===== config.mk =====
export PLATFORM = sky130hd
export DESIGN_NAME = left_rotate_seq
export DESIGN_NICKNAME = d
export VERILOG_FILES = /design/src/rtl/left_rotate_seq.sv
export SDC_FILE = /design/constraint.sdc
export NUM_CORES = 1
export LEC_CHECK = 0
export BUFFER_PORTS_ARGS = -buffer_cell sky130_fd_sc_hd__buf_2
export CAP_MARGIN = 10
export CORE_MARGIN = 1.5
export CORE_UTILIZATION = 30
export CTS_CLUSTER_DIAMETER = 120
export DETAILED_ROUTE_END_ITERATION = 10
export PLACE_DENSITY = 0.49
export SLEW_MARGIN = 20
export SYNTH_ARGS = -nofsm -noshare
export SYNTH_HDL_FRONTEND = slang
export SYNTH_SLANG_ARGS = --single-unit

===== constraint.sdc =====
create_clock -name clk -period 6.1 [get_ports clk]
set_input_delay 0 -clock clk [delete_from_list [all_inputs] [get_ports clk]]
set_output_delay 0 -clock clk [all_outputs]
set_load 0.1 [all_outputs]

===== src/rtl/left_rotate_seq.sv =====
// left_rotate_seq: sequential 16-bit left rotate by 0..15, one barrel stage (8,4,2,1) per cycle.
// Optional build macro LEFT_ROTATE_SHL_MODE_EN adds a Mode input (1 = shift-left-logical, 0 = rotate).
module left_rotate_seq (
    input  logic        clk,
    input  logic        rst,
    input  logic        start,
    input  logic [15:0] In,
    input  logic [3:0]  Cnt,
`ifdef LEFT_ROTATE_SHL_MODE_EN
    input  logic        Mode,
`endif
    output logic        busy,
    output logic        done,
    output logic [15:0] Out
);
    typedef enum logic [1:0] {IDLE, RUN, DONE} state_t;

    state_t      state_q, state_d;
    logic [15:0] work_q, work_d, out_q, out_d, stage_out;
    logic [3:0]  cnt_q, cnt_d;
    logic [1:0]  stage_q, stage_d;
    logic        done_q, done_d, wrap_en;
    logic [4:0]  amt;

`ifdef LEFT_ROTATE_SHL_MODE_EN
    logic mode_q, mode_d;
    assign wrap_en = ~mode_q;
`else
    assign wrap_en = 1'b1;
`endif

    // current stage: shift by 8,4,2,1 and wrap the evicted bits back in unless zero-filling
    always_comb begin
        amt       = 5'd8 >> stage_q;
        stage_out = (work_q << amt) | (wrap_en ? (work_q >> (5'd16 - amt)) : 16'h0000);
    end

    // next-state and datapath updates; Out only changes when leaving DONE
    always_comb begin
        state_d = state_q;
        work_d  = work_q;
        cnt_d   = cnt_q;
        stage_d = stage_q;
        out_d   = out_q;
        done_d  = 1'b0;
`ifdef LEFT_ROTATE_SHL_MODE_EN
        mode_d  = mode_q;
`endif
        case (state_q)
            IDLE: if (start) begin
                work_d  = In;
                cnt_d   = Cnt;
                stage_d = 2'd0;
                state_d = RUN;
`ifdef LEFT_ROTATE_SHL_MODE_EN
                mode_d  = Mode;
`endif
            end
            RUN: begin
                work_d  = cnt_q[2'd3 - stage_q] ? stage_out : work_q;
                stage_d = stage_q + 2'd1;
                state_d = (stage_q == 2'd3) ? DONE : RUN;
            end
            DONE: begin
                out_d   = work_q;
                done_d  = 1'b1;
                state_d = IDLE;
            end
            default: state_d = IDLE;
        endcase
    end

    // state and datapath registers with asynchronous clear
    always_ff @(posedge clk or posedge rst) begin
        if (rst) begin
            state_q <= IDLE;
            work_q  <= 16'h0000;
            cnt_q   <= 4'h0;
            stage_q <= 2'd0;
            out_q   <= 16'h0000;
            done_q  <= 1'b0;
`ifdef LEFT_ROTATE_SHL_MODE_EN
            mode_q  <= 1'b0;
`endif
        end else begin
            state_q <= state_d;
            work_q  <= work_d;
            cnt_q   <= cnt_d;
            stage_q <= stage_d;
            out_q   <= out_d;
            done_q  <= done_d;
`ifdef LEFT_ROTATE_SHL_MODE_EN
            mode_q  <= mode_d;
`endif
        end
    end

    assign busy = (state_q != IDLE);
    assign done = done_q;
    assign Out  = out_q;
endmodule


==> results.sh <==
export IMPL_antenna_cells=0
export IMPL_ios=41
export IMPL_synth_cells=266
export IMPL_synthAdderAreaFrac=0.03189
export IMPL_grt_overflow=0
export IMPL_cap_viol_max_count=0
export IMPL_die_h_um=98.68
export IMPL_cts_resized=0
export IMPL_muxShareOfSynthArea=0.2633
export IMPL_grt_use_total=0.1656
export IMPL_fin_ws_ns=3.386
export IMPL_gr_usage_met3=0.02411
export IMPL_clockBufferDepth=2
export IMPL_antenna_found_initial=0
export IMPL_endpoint_kind="flop"
export IMPL_vias_per_cell=5.534
export IMPL_setup_violations=0
export IMPL_synth_nets=296
export IMPL_drtPass1Iterations=7
export IMPL_initial_utilization=0.3119
export IMPL_stdcell_area_um2=3194
export IMPL_status="complete, but fails checks"
export IMPL_use_met2=0.2719
export IMPL_drc=0
export IMPL_vias=2302
export IMPL_wl_per_cell_um=18.69
export IMPL_hold_viol_final=1
export IMPL_path_max_fanout=19
export IMPL_min_period_ns=2.714
export IMPL_row_count=34
export IMPL_wl_um=7775
export IMPL_clk_latency_ns=0.30
export IMPL_top_usage_layer="met2"
export IMPL_holdWs_ns=-0.0004012
export IMPL_portBuffers=40
export IMPL_cts_tree="built"
export IMPL_post_place_ws_ns=3.400
export IMPL_grt_pass1_vias=2287
export IMPL_synth_simple_area_share=0.1171
export IMPL_fin_skew_ns=0.007125
export IMPL_synth_area_leader_cell="dfrtp_1"
export IMPL_final_max_slew_viol_count=0
export IMPL_final_cell_mix="dfrtp_1, buf_2, nor2_1, mux2_2, nand2_1"
export IMPL_gp_congestion=0.9566
export IMPL_synth_avg_cell_area_um2=10.32
export IMPL_setup_tns_ns=0
export IMPL_seq_area_frac_synth=0.3736
export IMPL_rsz0062_at_grt="no"
export IMPL_synth_compound_area_frac=0.1595
export IMPL_fmax_mhz=368.5
export IMPL_clockRootBuffer="clkbuf_8"
export IMPL_synth_ff_type="dfrtp_1"
export IMPL_yosys_top_cells_area="dfrtp_1, mux2_2, mux4_2, nor2_1, mux2i_1"
export IMPL_grt_pass1_wl_um=12550
export IMPL_yosys_area_share_xor_xnor=0.005923
export IMPL_holdCritPathClass="in2reg"
export IMPL_cts_num_sinks=41
export IMPL_synth_seq_cells=41
export IMPL_worstSetupStartpointType="flop"
export IMPL_synth_top_family_by_area="multiplexers"
export IMPL_grt_max_degree=42
export IMPL_failed_checks="negative hold slack"
export IMPL_cts_buffers=5
export IMPL_num_nets_final=337
export IMPL_yosysWarnings=0
export IMPL_die_area_um2=9738
export IMPL_drive_gt1_frac=0.3214
export IMPL_critPathArrivalTime_ns=2.89
export IMPL_ys_types=43
export IMPL_period_share=0.4449
export IMPL_worst_slew_pin_transition_ns=0.8884
export IMPL_mostFrequentLayoutCell="dfrtp_1"
export IMPL_synthesis_area_um2=2746
export IMPL_drtIter0Drc=184
export IMPL_synth_top_area_frac=0.3736
export IMPL_place_area_um2=3023
export IMPL_synthArstFlopShare=1.000
export IMPL_met1_usage=0.2224
export IMPL_core_area_um2=8806
export IMPL_slew_headroom=0.4077
export IMPL_ant_nets=0
export IMPL_die_width_um=98.68
export IMPL_crit_type="reg2reg"
export IMPL_area_delta_synth_final_pct=16.31
export IMPL_cts_setup_buffers=0
export IMPL_worstPathRequired_ns=6.28
export IMPL_clk_pin_slew_ns=0.08
export IMPL_h_tree_depth=2
export IMPL_synth_edf_count=0
export IMPL_place_hpwl_um=5463
## logic make-up (layout without fill, tap and decap cells)
kind of cell / Yosys count / in the layout
AO/OA/AOI/OAI: 64 / 64
XOR/XNOR: 1 / 1
adder cells (fa/ha/maj): 7 / 7
buffers and inverters: 29 / 71
flip-flops: 41 / 41
multiplexers: 53 / 53
AND/OR/NAND/NOR: 71 / 71
## final timing paths
path	startpoint	endpoint	slack, ns	depth (start not counted)
max	stage_q[0]$_DFFE_PP0P_	work_q[15]$_DFFE_PP0P_	3.39	7
min	In[9]	work_q[9]$_DFFE_PP0P_	-0.0004	3
max reg2reg	stage_q[0]$_DFFE_PP0P_	work_q[15]$_DFFE_PP0P_	3.39	7
min reg2reg	Out[11]$_DFFE_PP0P_	Out[11]$_DFFE_PP0P_	0.50	1
max in group asynchronous	rst	stage_q[1]$_DFFE_PP0P_	5.36	4
min in group asynchronous	rst	Out[0]$_DFFE_PP0P_	0.37	4
## synth_stat cells, types with 3 or more instances
cell / number
o22ai_1: 5
a21oi_1: 13
inv_1: 12
dfrtp_1: 41
ha_1: 7
a211o_1: 3
a22o_1: 3
nor2b_1: 8
buf_4: 3
mux2_2: 30
a211oi_1: 4
mux2i_1: 10
clkbuf_1: 8
nand2b_1: 4
mux4_2: 12
a221oi_1: 3
a31oi_1: 5
nor2_1: 31
o21ai_0: 11
nor3_1: 3
nand2_1: 18
buf_2: 5
## worst max-delay path, cell delays in order (launching register included)
cell and delay (ns):
dfrtp_1 0.47, inv_1 0.14, ha_1 0.75, mux4_2 0.61, mux2i_1 0.19, nor2_1 0.07, nor4_1 0.29, nor2_1 0.07
## stage by stage
step | utilization | hold slack, ns | cells
floorplan | - | 0.1517 | 266
global placement | 0.3433 | 0.1610 | 401
detailed placement | 0.3433 | 0.1634 | 401
CTS | 0.3627 | 0.002554 | 416
global route | 0.3627 | 0.03373 | 416
finish | 0.3627 | -0.0004012 | 416
## final cells by class
cell class | count | area [µm²]
clock buffers | 7 | 96.34
multi-input cells | 196 | 1587
inverters | 12 | 45.04
repair buffers | 51 | 300.3
well taps | 108 | 135.1
clock inverters | 1 | 5.005
fillers | 871 | 5612
flip-flops and latches | 41 | 1026
## registers in the layout, indices dropped and copies added (netlist names)
signal / count
work_q: 16
state_q: 2
done: 1
stage_q: 2
cnt_q: 4
Out: 16
## per-layer routing
layer	vias to the layer above	part of all wire	routed length, µm
li1	1068	-	-
met1	1148	0.45	3508
met2	71	0.48	3741
met3	15	0.044	341
met4	0	0.024	183
met5	-	0	0
## timing repair
item,in CTS,in global routing
setup endpoints to repair,0,0
hold buffers,7,0
hold endpoints to repair,47,0
Power is left out: the tool's default activity adds up to more than one toggle a clock period on the data nets, which glitch-free logic cannot reach.
